--- config.mk ---
export PLATFORM = sky130hd
export DESIGN_NAME = pc_sequencer_flat
export DESIGN_NICKNAME = d
export VERILOG_FILES = /design/src/rtl/pc_sequencer_pkg.sv /design/src/rtl/pc_sequencer_if.sv /design/src/rtl/pc_sequencer_pc_next_calc.sv /design/src/rtl/pc_sequencer.sv /design/src/flat_wrapper.sv
export SDC_FILE = /design/constraint.sdc
export NUM_CORES = 1
export LEC_CHECK = 0
export BUFFER_PORTS_ARGS = -buffer_cell sky130_fd_sc_hd__buf_2
export CORE_MARGIN = 5
export CORE_UTILIZATION = 55
export CTS_BUF_LIST = sky130_fd_sc_hd__clkbuf_4 sky130_fd_sc_hd__clkbuf_8
export DETAILED_ROUTE_END_ITERATION = 6
export PLACE_DENSITY = 0.82
export SKIP_CTS_REPAIR_TIMING = 1
export SYNTH_ARGS = -nofsm -noshare
export SYNTH_HDL_FRONTEND = slang
export SYNTH_HIERARCHICAL = 1
export SYNTH_SLANG_ARGS = --single-unit
--- constraint.sdc ---
create_clock -name clk -period 6.75 [get_ports clk]
set_input_delay 1.35 -clock clk [delete_from_list [all_inputs] [get_ports clk]]
set_output_delay 1.35 -clock clk [all_outputs]
set_load 0.01 [all_outputs]
--- src/rtl/pc_sequencer_pkg.sv ---
// Shared types and defaults for the program-counter stage of the 9-bit CPU.
package pc_seq_pkg;

   localparam int PC_W_DEF  = 8;
   localparam int OFF_W_DEF = 4;
   localparam int CNT_W_DEF = 16;
   localparam int REG_W     = 8;

   typedef enum logic [1:0] {
      IDLE = 2'd0,
      RUN  = 2'd1,
      DONE = 2'd2
   } state_e;

   typedef enum logic [1:0] {
      BR_NONE = 2'd0,
      BR_FWD  = 2'd1,
      BR_BWD  = 2'd2
   } br_kind_e;

   // A jump is taken only for exactly one jump decode; both at once is an
   // illegal encoding and falls through to pc+1.
   function automatic logic branch_taken(input logic jizr,
                                         input logic jnzr,
                                         input logic reg_zero);
      return (jizr && !jnzr && reg_zero) || (jnzr && !jizr && !reg_zero);
   endfunction

endpackage

--- src/rtl/pc_sequencer_if.sv ---
// Handshake and fetch bus between the top level and the PC sequencer.
interface pc_sequencer_if
   import pc_seq_pkg::*;
#(
   parameter int PC_W  = PC_W_DEF,
   parameter int OFF_W = OFF_W_DEF,
   parameter int CNT_W = CNT_W_DEF
);

   logic               start;
   logic               stall;
   logic               halt;
   logic               jizr;
   logic               jnzr;
   logic               dir_back;
   logic [OFF_W-1:0]   offset;
   logic [REG_W-1:0]   reg_val;
   logic [PC_W-1:0]    pc;
   logic               fetch_valid;
   logic               done;
   logic [CNT_W-1:0]   retired;

   // Top level / testbench side: drives control and decode, observes fetch.
   modport master (
      output start, stall, halt, jizr, jnzr, dir_back, offset, reg_val,
      input  pc, fetch_valid, done, retired
   );

   // Sequencer side.
   modport slave (
      input  start, stall, halt, jizr, jnzr, dir_back, offset, reg_val,
      output pc, fetch_valid, done, retired
   );

endinterface

--- src/rtl/pc_sequencer_pc_next_calc.sv ---
// Next fetch address: pc+1, or pc +/- 2*offset for a taken jump, mod 2^PC_W.
module pc_next_calc
   import pc_seq_pkg::*;
#(
   parameter int PC_W  = PC_W_DEF,
   parameter int OFF_W = OFF_W_DEF
) (
   input  logic [PC_W-1:0]  pc,
   input  logic [OFF_W-1:0] offset,
   input  logic             dir_back,
   input  logic             taken,
   output logic [PC_W-1:0]  pc_next
);

   logic [PC_W-1:0] disp;
   br_kind_e        kind;

   // Offset is in units of two instructions; zero-extend the scaled value.
   assign disp = PC_W'({offset, 1'b0});

   // Select the branch kind, then the matching address; wrap is natural.
   always_comb begin
      // NOTE: every combinational output gets a default first so no path leaves it unassigned (no latch).
      kind    = BR_NONE;
      pc_next = pc + PC_W'(1);
      if (taken) begin
         kind = dir_back ? BR_BWD : BR_FWD;
      end
      unique case (kind)
         BR_FWD:  pc_next = pc + disp;
         BR_BWD:  pc_next = pc - disp;
         default: pc_next = pc + PC_W'(1);
      endcase
   end

endmodule

--- src/rtl/pc_sequencer.sv ---
// PC stage: IDLE/RUN/DONE sequencing, jump resolution, retired counter.
module pc_sequencer
   import pc_seq_pkg::*;
#(
   parameter int PC_W       = PC_W_DEF,
   parameter int OFF_W      = OFF_W_DEF,
   parameter int START_ADDR = 0,
   parameter int CNT_W      = CNT_W_DEF
) (
   input  logic           clk,
   input  logic           reset,
   pc_sequencer_if.slave  bus
);

   state_e            state_q, state_d;
   logic [PC_W-1:0]   pc_q, pc_d;
   logic [CNT_W-1:0]  retired_q, retired_d;
   logic              fetch_valid_q, fetch_valid_d;
   logic              done_q, done_d;

   logic              taken;
   logic [PC_W-1:0]   pc_next;
   logic [CNT_W-1:0]  retired_inc;

   localparam logic [PC_W-1:0] START_PC = PC_W'(START_ADDR);

   // Jump resolution for the instruction at the current pc.
   assign taken = branch_taken(bus.jizr, bus.jnzr, bus.reg_val == '0);

   // Retired count saturates at all-ones instead of wrapping.
   assign retired_inc = (retired_q == {CNT_W{1'b1}}) ? retired_q
                                                     : retired_q + CNT_W'(1);

   pc_next_calc #(
      .PC_W  (PC_W),
      .OFF_W (OFF_W)
   ) u_next (
      .pc       (pc_q),
      .offset   (bus.offset),
      .dir_back (bus.dir_back),
      .taken    (taken),
      .pc_next  (pc_next)
   );

   // Next-state, next-pc and counter decisions; outputs follow the next state.
   always_comb begin
      state_d   = state_q;
      pc_d      = pc_q;
      retired_d = retired_q;
      unique case (state_q)
         IDLE, DONE: begin
            if (bus.start) begin
               state_d   = RUN;
               pc_d      = START_PC;
               retired_d = '0;
            end
         end
         RUN: begin
            // A stall freezes everything, including a pending halt.
            if (!bus.stall) begin
               retired_d = retired_inc;
               if (bus.halt) begin
                  state_d = DONE;
               end else begin
                  pc_d = pc_next;
               end
            end
         end
         default: state_d = IDLE;
      endcase
      fetch_valid_d = (state_d == RUN);
      done_d        = (state_d == DONE);
   end

   // All state and registered outputs; synchronous reset wins over everything.
   always_ff @(posedge clk) begin
      // NOTE: sequential state uses non-blocking assignments so every flop samples pre-edge values.
      if (reset) begin
         state_q       <= IDLE;
         pc_q          <= START_PC;
         retired_q     <= '0;
         fetch_valid_q <= 1'b0;
         done_q        <= 1'b0;
      end else begin
         state_q       <= state_d;
         pc_q          <= pc_d;
         retired_q     <= retired_d;
         fetch_valid_q <= fetch_valid_d;
         done_q        <= done_d;
      end
   end

   assign bus.pc          = pc_q;
   assign bus.fetch_valid = fetch_valid_q;
   assign bus.done        = done_q;
   assign bus.retired     = retired_q;

endmodule

--- src/flat_wrapper.sv ---
// flat-port wrapper written by rule: the top's interface ports become plain ports
module pc_sequencer_flat import pc_seq_pkg::*;
#(
   parameter int PC_W       = PC_W_DEF,
   parameter int OFF_W      = OFF_W_DEF,
   parameter int START_ADDR = 0,
   parameter int CNT_W      = CNT_W_DEF
)
  (clk, reset, bus_start, bus_stall, bus_halt, bus_jizr, bus_jnzr, bus_dir_back, bus_offset, bus_reg_val, bus_pc, bus_fetch_valid, bus_done, bus_retired);
  pc_sequencer_if #(.PC_W(PC_W), .OFF_W(OFF_W), .CNT_W(CNT_W)) bus_i ();
  input  logic clk;
  input  logic reset;
  input wire logic [$bits(bus_i.start)-1:0] bus_start;
  input wire logic [$bits(bus_i.stall)-1:0] bus_stall;
  input wire logic [$bits(bus_i.halt)-1:0] bus_halt;
  input wire logic [$bits(bus_i.jizr)-1:0] bus_jizr;
  input wire logic [$bits(bus_i.jnzr)-1:0] bus_jnzr;
  input wire logic [$bits(bus_i.dir_back)-1:0] bus_dir_back;
  input wire logic [$bits(bus_i.offset)-1:0] bus_offset;
  input wire logic [$bits(bus_i.reg_val)-1:0] bus_reg_val;
  output wire logic [$bits(bus_i.pc)-1:0] bus_pc;
  output wire logic [$bits(bus_i.fetch_valid)-1:0] bus_fetch_valid;
  output wire logic [$bits(bus_i.done)-1:0] bus_done;
  output wire logic [$bits(bus_i.retired)-1:0] bus_retired;
  assign bus_i.start = bus_start;
  assign bus_i.stall = bus_stall;
  assign bus_i.halt = bus_halt;
  assign bus_i.jizr = bus_jizr;
  assign bus_i.jnzr = bus_jnzr;
  assign bus_i.dir_back = bus_dir_back;
  assign bus_i.offset = bus_offset;
  assign bus_i.reg_val = bus_reg_val;
  assign bus_pc = bus_i.pc;
  assign bus_fetch_valid = bus_i.fetch_valid;
  assign bus_done = bus_i.done;
  assign bus_retired = bus_i.retired;
  pc_sequencer #(.PC_W(PC_W), .OFF_W(OFF_W), .START_ADDR(START_ADDR), .CNT_W(CNT_W)) u_core (.clk(clk), .reset(reset), .bus(bus_i));
endmodule
==> results of run 1 <==
[layout make-up]
cell class / count / area [µm²]
Clock buffer: 3 / 22.5
Timing Repair Buffer: 46 / 233
Tap cell: 46 / 57.6
Fill cell: 309 / 1160
Multi-Input combinational cell: 183 / 1220
Sequential cell: 28 / 561
Inverter: 9 / 33.8
[tightest hold or removal path, stage by stage, from the launching register on]
cell and delay [ps]:
dfxtp_1 370, nand2b_1 70, o21ai_1 60
[metal layers]
layer,global-route usage [%],share of wire [%],up-vias
met1,30.0,47,853
met2,32.8,44,89
met3,3.33,8.1,2
li1,-,-,924
met4,5.57,0.53,0
met5,0,0,-
[worst paths after layout]
kind | from | to | slack [ps] | cells past startpoint
setup / recovery | bus_reg_val[1] | u_core/bus.pc[7]$_SDFFE_PP0P_ | 2770 | 17
hold / removal | u_core/bus.retired[11]$_SDFFE_PP0P_ | u_core/bus.retired[11]$_SDFFE_PP0P_ | 530 | 2
setup reg to reg | u_core/bus.pc[1]$_SDFFE_PP0P_ | u_core/bus.pc[7]$_SDFFE_PP0P_ | 4430 | 11
hold reg to reg | u_core/bus.retired[11]$_SDFFE_PP0P_ | u_core/bus.retired[11]$_SDFFE_PP0P_ | 530 | 2
[power groups by stage]
stage | Combinational [W] | Sequential, W | Clock [W]
2_1_floorplan | 0.0000367 | 0.000174 | 0
3_3_place_gp | 0.0000543 | 0.000173 | 0
3_5_place_dp | 0.0000554 | 0.000173 | 0
4_1_cts | 0.0000557 | 0.000169 | 0.0000677
5_1_grt | 0.0000627 | 0.000170 | 0.0000750
6_report | 0.0000561 | 0.000170 | 0.0000658
[logic make-up (layout without fill, tap and decap cells)]
logic type	count (synthesis)	in the layout	share of synthesized area, %
DFF	28	28	30.6
muxes	1	1	0.546
AOI/OAI and AO/OA	67	67	25.0
xor gates and xnor gates	12	12	5.73
and+or+nand+nor	93	93	28.0
adders and majority gates	10	10	7.23
buffers and inverters	14	58	3.00
[state kept, by name, summed over array words and instances, names as in the netlist]
name,cells
u_core/bus.pc,8
u_core/state_q,2
u_core/bus.retired,16
u_core/bus.done,1
u_core/bus.fetch_valid,1
[placed cells by master, fill, tap and decap left out, types with 8 or more instances in the layout]
master    count
a21oi_1      14
a22oi_1       8
buf_2        45
dfxtp_1      28
ha_1          9
inv_1         9
nand2_1      16
nand2b_1     11
nor2_1       23
o21ai_0      14
xor2_1        8
[stage by stage]
stage,area [µm²],power [W],setup WS (ps)
floorplan,1830,0.000210,2700
global placement,2100,0.000227,2580
detailed placement,2100,0.000229,2430
CTS,2130,0.000293,2770
global route,2130,0.000308,2470
finish,2130,0.000291,2770
==> out/metrics.cfg, run 1 <==
[yosys]
synth.most_common_cell = dfxtp_1
async_flop_share_pct = 0
seq_area_frac_synth_pct = 30.6
ys.flop_type = dfxtp_1
synth_edf_count = 0
synth.net_count = 255
yosysWarnings = 6
yosysTopAreaCell = dfxtp_1
synth_area_leaders = dfxtp_1, ha_1, nor2_1
yosys.cell_types.count = 51
synth_common_cells = dfxtp_1, nor2_1, nand2_1
synthCells = 225
synth_area_mm2 = 0.00183
yosysTopAreaCellShare_pct = 30.6
ys_ff_latch = 28
postSynthAreaPerCell_um2 = 8.15

[power_and_ir_drop]
p_leak_nw = 0.919
p_seq_share_pct = 58.2
power.internal_w = 0.000210
pwr-share-clk_pct = 22.6
vdd_ir_drop_max_mv = 0.131
switchingPower_w = 0.0000811
power_density_mw_per_mm2 = 137
p_comb_share_pct = 19.3
switching_share_pct = 27.8

[timing]
finalSetupTns_ps = 0
setup_violations = 0
rsz0062_at_grt = no
worstMarginPinSlew_ps = 923
period_minus_slack_ps = 3980
hold_viol = 0
skew_ps = 3.24
finalMaxSlewViolations = 0
timing.fmax_mhz = 251
whs_ps = 530
relSlewSlack_pct = 38.0
finalCritPeriodShare_pct = 58.9

[critical_path]
critPathMaxStageDelay_ps = 350
critPathMaxFanout = 12
cp.arrival_ps = 4190
end_kind = flop
cpMostUsedCell = nand2_1
path_delay_family = compound AO/OA/AOI/OAI gates
crit_slowest_cell = a2111oi_4
crit_buf_inv = 3
start_kind = primary input
crit_chain = buf_2 > nor4_1 > nand2_1 > nand3b_1 > o21ai_0 > buf_4 > nand2_1 > a21boi_1 > inv_1 > ha_1 > and3_4 > a2111oi_4 > xnor2_1 > a21oi_1 > xor2_1 > a22oi_1 > nor2_1
critPathKind = primary input to flop
required_ps = 6960

[routing]
viasPerCell = 5.93
drcViolationCount = 0
final_antenna_net_count = 0
firstDrtPassIters = 4
wl_mm = 4.50
route.vias.total = 1868
drt-initial-drc-count = 112
routedWlPerCell_um = 14.3

[floorplan]
ios = 46
die_y_um = 67.8
coreArea_mm2 = 0.00328
die_w_um = 67.8
initial_core_util_pct = 55.8
die_area_mm2 = 0.00459
std_cell_rows = 21

[global_route]
grt_pass1_vias = 1742
antenna_found_initial = 0
grt_max_degree = 26
grt_pass1_wl_mm = 7.65
overflow = 0
track_usage_pct = 21.1

[clocking]
clock_latency_ps = 310
cts_max_level = 1
worst_setup_hold_path_clk_slew_ps = 140
cts_buffers = 3
clock-sinks = 28
cts_root_buf = clkbuf_4
cts_tree = done
cts_max_path_buffers = 2

[placement]
routabilityCongestion = 0.953
hpwl_mm = 3.43
dp_cells = 312
io_buffer_count = 45

[hold_path]
hp-class = flop to flop

[finish]
final_cells = 315
nets = 301
area_growth_pct = 15.9
layout-drive-gt1-share_pct = 21.2
diodes = 0
fin_util_pct = 64.7

[flow_run]
cap_violations = 0

[run_status]
outcome = finished clean

Note: power is estimated with default switching activity, not from simulation.
==> run 2: changes to the inputs <==
- clock period: 6.75 -> 4 ns (I/O delays scaled with it)
==> run 2 against run 1 <==
Against the previous run:
- sequential power grew 68%
- worst hold slack lost 2.6 ps
- worst setup slack lost 2100 ps
- largest cell class unchanged
- largest power group unchanged
- highest routed layer unchanged
==> out/metrics.cfg, run 2 (same netlist as run 1, synthesis figures left out) <==
[critical_path]
crit_start = bus_reg_val[1]
crit_chain = buf_2 > nor4_1 > nand2_1 > o21ai_0 > buf_4 > a21oi_1 > xnor2_1 > ha_1 > a21o_1 > a2111oi_4 > xnor2_1 > a21oi_1 > xor2_1 > a22oi_1 > nor2_1
r2r_slack_ps = 1640
crit_slowest_cell = ha_1
critPathMaxStageDelay_ps = 330
cp.arrival_ps = 3530
crit_buf_inv = 2
path_delay_family = compound AO/OA/AOI/OAI gates
required_ps = 4210
end_kind = flop
reg2reg_from = u_core/bus.pc[1]$_SDFFE_PP0P_
start_kind = primary input
critPathMaxFanout = 11
critPathKind = primary input to flop

[run_status]
outcome = finished clean

[timing]
fin_ws_ps = 686
finalCritPeriodShare_pct = 82.8
skew_ps = 13.0
timing.fmax_mhz = 302
relSlewSlack_pct = 38.1
rsz0062_at_grt = no
hold_viol = 0
worstMarginPinSlew_ps = 922
finalMaxSlewViolations = 0
finalSetupTns_ps = 0
setup_violations = 0
period_minus_slack_ps = 3310

[power_and_ir_drop]
switchingPower_w = 0.000143
pwr-share-clk_pct = 26.6
power.internal_w = 0.000375
p_seq_share_pct = 55.3
vdd_ir_drop_max_mv = 0.183
switching_share_pct = 27.5
power_density_mw_per_mm2 = 242
p_comb_share_pct = 18.1
p_leak_nw = 0.927

[finish]
fill_cells = 302
final_common_cell = buf_2
fin_util_pct = 65.1
final_cell_area_mm2 = 0.00214
final_cells = 316
layout_common_cells = buf_2, dfxtp_1, nor2_1
area_growth_pct = 16.6
diodes = 0
nets = 301
largest_reg_flops = 16
layout-drive-gt1-share_pct = 21.5

[floorplan]
ios = 46
initial_core_util_pct = 55.8
die_area_mm2 = 0.00459
coreArea_mm2 = 0.00328
die_y_um = 67.8
std_cell_rows = 21
die_w_um = 67.8

[global_route]
grt_pass1_wl_mm = 7.51
grt_pass1_vias = 1679
antenna_found_initial = 0
overflow = 0
grt_max_degree = 26
track_usage_pct = 20.7

[placement]
routabilityCongestion = 0.870
dpl_cell_area_mm2 = 0.00210
io_buffer_count = 45
dp_slack_ps = 365
hpwl_mm = 3.38
dp_cells = 312

[hold_path]
hp-class = flop to flop
holdCritStartpoint = u_core/bus.retired[15]$_SDFFE_PP0P_

[clocking]
clock_latency_ps = 330
cts_max_level = 1
cts_max_path_buffers = 2
clock-sinks = 28
cts_tree = done
worst_setup_hold_path_clk_slew_ps = 140
cts_buffers = 3
cts_root_buf = clkbuf_4

[routing]
firstDrtPassIters = 4
drcViolationCount = 0
wl_mm = 4.41
route.vias.total = 1847
drt-initial-drc-count = 87
viasPerCell = 5.84
routedWlPerCell_um = 14.0
final_antenna_net_count = 0

[flow_run]
cap_violations = 0

[run 2: cell types whose count changed in the layout (fill, tap and decap cells not counted), sizes merged]
cell	delta
clkbuf	+1
[run 2: worst reg2reg max path, cell delays in order (launching register included)]
cell	delay [ps]
dfxtp_1	380
inv_1	70
ha_1	150
inv_1	50
fa_1	390
a21o_1	220
a2111oi_4	310
xnor2_1	190
a21oi_1	120
xor2_1	150
a22oi_1	170
nor2_1	50
[run 2: final timing paths]
check | depth (start not counted) | endpoint
setup / recovery | 15 | u_core/bus.pc[7]$_SDFFE_PP0P_
setup reg to reg | 11 | u_core/bus.pc[7]$_SDFFE_PP0P_
hold reg to reg | 2 | u_core/bus.retired[15]$_SDFFE_PP0P_
hold / removal | 2 | u_core/bus.retired[15]$_SDFFE_PP0P_
[run 2: layout make-up]
type                       instances  area [µm²]  share of cell area [%]
clock buffer                       4        36.3                    1.70
inverter                           9        33.8                    1.58
sequential                        28         561                    26.2
tap                               46        57.6                    2.69
timing repair buffer              46         233                    10.9
multi-input combinational        183        1220                    57.0
[run 2: power by group through the flow]
stage	Combinational, W	Sequential, W	Clock [W]
CTS	0.0000937	0.000286	0.000144
floorplan	0.0000619	0.000293	0
global route	0.000105	0.000287	0.000155
finish	0.0000939	0.000286	0.000138
detailed placement	0.0000935	0.000292	0
global placement	0.0000911	0.000292	0
[run 2: stage by stage]
stage	power [W]	hold slack, ps
2_1_floorplan	0.000355	522
3_3_place_gp	0.000383	507
3_5_place_dp	0.000386	512
4_1_cts	0.000524	535
5_1_grt	0.000547	568
6_report	0.000518	528
[run 2: per-layer routing]
metal,GRT usage [%],vias to the layer above,part of all wire [%]
met5,0,-,0
met4,4.56,0,0.39
met3,2.50,2,6.4
met2,33.2,51,45
met1,29.6,866,48
li1,-,928,-
==> run 3: changes to the inputs <==
- ABC_AREA: unset -> 1
- CORE_UTILIZATION: 55 -> 51
- PLACE_DENSITY: 0.82 -> 0.78
- clock period: 4 -> 3 ns (I/O delays scaled with it)
==> run 3 against run 2 <==
Against the previous run:
- register-to-register slack got worse by 450 ps
- clock-buffer cell count unchanged
- non-clock buffer count unchanged
- die area increased by 22%
- cell area increased by 15%
- sequential power increased by 39%
- critical path type unchanged
- first-iteration DRC count increased to 2.6 times the previous value
==> out/metrics.cfg, run 3 <==
[run_status]
outcome = finished clean

[timing]
worstMarginPinSlew_ps = 405
rsz0062_at_grt = no
finalCritPeriodShare_pct = 80.3
finalSetupTns_ps = 0
period_minus_slack_ps = 2410
setup_violations = 0
timing.fmax_mhz = 415
finalMaxSlewViolations = 0
skew_ps = 1.42
hold_viol = 0
relSlewSlack_pct = 73.0

[yosys]
synth_edf_count = 0
yosysWarnings = 6
synth.net_count = 380
yosysTopAreaCell = dfxtp_1
synthCells = 350
postSynthAreaPerCell_um2 = 6.13
yosysTopAreaCellShare_pct = 26.1
seq_area_frac_synth_pct = 26.1
synth_area_mm2 = 0.00215
synth.most_common_cell = nand2_1
synth_area_leaders = dfxtp_1, nand2_1, inv_1
ys.flop_type = dfxtp_1
yosys.cell_types.count = 31
async_flop_share_pct = 0
synth_common_cells = nand2_1, inv_1, nor2_1
ys_ff_latch = 28

[critical_path]
crit_chain = buf_2 > nor2_1 > nand4_1 > a21oi_1 > nand2_2 > nand2_1 > xor2_1 > ha_1 > or2_1 > nand3_1 > nand2_1 > nand2_1 > nand3_1 > nand2_1 > nand2_1 > a21oi_1
crit_start = bus_reg_val[3]
crit_slowest_cell = ha_1
crit_end = u_core/bus.pc[7]$_SDFFE_PP0P_
timing.critical_path.depth = 16
crit_buf_inv = 1
critPathMaxFanout = 7
cpMostUsedCell = nand2_1
cp.arrival_ps = 2620
required_ps = 3220
path_delay_family = simple AND/OR/NAND/NOR gates
r2r_slack_ps = 1190
end_kind = flop
r2r_cells = 11
critPathKind = primary input to flop
start_kind = primary input
reg2reg_from = u_core/state_q[1]$_SDFF_PP0_
rr_endpoint = u_core/bus.retired[8]$_SDFFE_PP0P_
critPathMaxStageDelay_ps = 300

[placement]
io_buffer_count = 45
routabilityCongestion = 0.857
hpwl_mm = 4.02

[power_and_ir_drop]
vdd_ir_drop_max_mv = 0.378
power_density_mw_per_mm2 = 331
p_leak_nw = 1.22
power_w = 0.000815

[routing]
drcViolationCount = 0
viasPerCell = 5.28
met2_length_mm = 2.42
dr.max_layer_used = met4
routedWlPerCell_um = 12.0
m1WireLength_mm = 2.54
route.vias.total = 2343
wl_mm = 5.33
firstDrtPassIters = 6
drt-initial-drc-count = 222
final_antenna_net_count = 0
wl_met3_um = 321

[finish]
layout_common_cells = nand2_1, buf_2, nor2_1, inv_1, dfxtp_1
final_common_cell = nand2_1
layout-drive-gt1-share_pct = 17.0
largest_reg_flops = 16
nets = 425
diodes = 0
area_growth_pct = 14.6

[clocking]
worst_setup_hold_path_clk_slew_ps = 90
cts_root_buf = clkbuf_8
clock_latency_ps = 280
cts_buffers = 3
cts_tree = done
clock-sinks = 28
cts_max_path_buffers = 2
cts_max_level = 1

[floorplan]
initial_core_util_pct = 53.3
die_area_mm2 = 0.00560
die_w_um = 74.9
std_cell_rows = 23
ios = 46
die_y_um = 74.9
coreArea_mm2 = 0.00403

[hold_path]
hp-class = flop to flop

[global_route]
grt_pass1_wl_mm = 9.16
grt_max_degree = 19
overflow = 0
grt_pass1_vias = 2101
antenna_found_initial = 0
track_usage_pct = 20.7

[flow_run]
cap_violations = 0

==> run 3: changes by cell type in the layout (fill, tap and decap cells not counted), sizes merged, moves of 7 or more <==
cell and delta:
nand2b -11, nand3 +22, o31ai -7, a21oi +14, inv +34, nand2 +102
a22oi -8, nor2 +21
==> run 3: worst min path at each step <==
| stage | start | endpoint | cells past startpoint |
|---|---|---|---|
| 5_1_grt | u_core/bus.retired[1]$_SDFFE_PP0P_ | u_core/bus.retired[1]$_SDFFE_PP0P_ | 2 |
| 2_1_floorplan | u_core/bus.retired[1]$_SDFFE_PP0P_ | u_core/bus.retired[1]$_SDFFE_PP0P_ | 2 |
| 3_5_place_dp | u_core/bus.retired[1]$_SDFFE_PP0P_ | u_core/bus.retired[1]$_SDFFE_PP0P_ | 2 |
| 6_report | u_core/bus.retired[1]$_SDFFE_PP0P_ | u_core/bus.retired[1]$_SDFFE_PP0P_ | 2 |
| 4_1_cts | u_core/bus.retired[1]$_SDFFE_PP0P_ | u_core/bus.retired[1]$_SDFFE_PP0P_ | 2 |
| 3_3_place_gp | u_core/bus.retired[1]$_SDFFE_PP0P_ | u_core/bus.retired[1]$_SDFFE_PP0P_ | 2 |
==> run 3: final cells by class <==
type	count	area [µm²]
Fill cell	422	1570
Tap cell	50	62.6
Sequential cell	28	561
Clock buffer	4	55.1
Inverter	43	164
Timing Repair Buffer	46	233
Multi-Input combinational cell	273	1390
==> run 3: power by group <==
part	internal (W)	switching [W]	leakage (nW)
Sequential	0.000384	0.0000132	0.227
Combinational	0.0000660	0.000116	0.962
Clock	0.000118	0.000119	0.0288
Total	0.000567	0.000248	1.22
==> run 3: tightest hold or removal path, stage by stage (launching register included) <==
cell	delay, ps
dfxtp_1	360
nand2_1	80
a21oi_1	60
==> run 3: through the flow <==
stage	cells	util (%)	hold slack, ps	area, µm²	worst slack, ps
finish	444	61.1	534	2460	591
detailed placement	440	59.7	506	2400	322
global route	444	61.1	546	2460	313
CTS	444	61.1	521	2460	605
floorplan	350	-	510	2150	552
global placement	440	59.7	504	2400	365
==> run 3: layer usage <==
layer | vias up | global-route usage [%]
met4 | 0 | 5.73
met5 | - | 0
met2 | 62 | 33.8
met1 | 1068 | 28.3
met3 | 4 | 3.34
li1 | 1209 | -
==> run 3: cells by family after synthesis <==
family,Yosys count,share of synthesized area (%)
AND/OR/NAND/NOR,207,42.7
buffers and inverters,49,9.33
AO/OA/AOI/OAI,47,12.0
flip-flops,28,26.1
adder cells (fa/ha/maj),10,6.18
XOR/XNOR,9,3.67
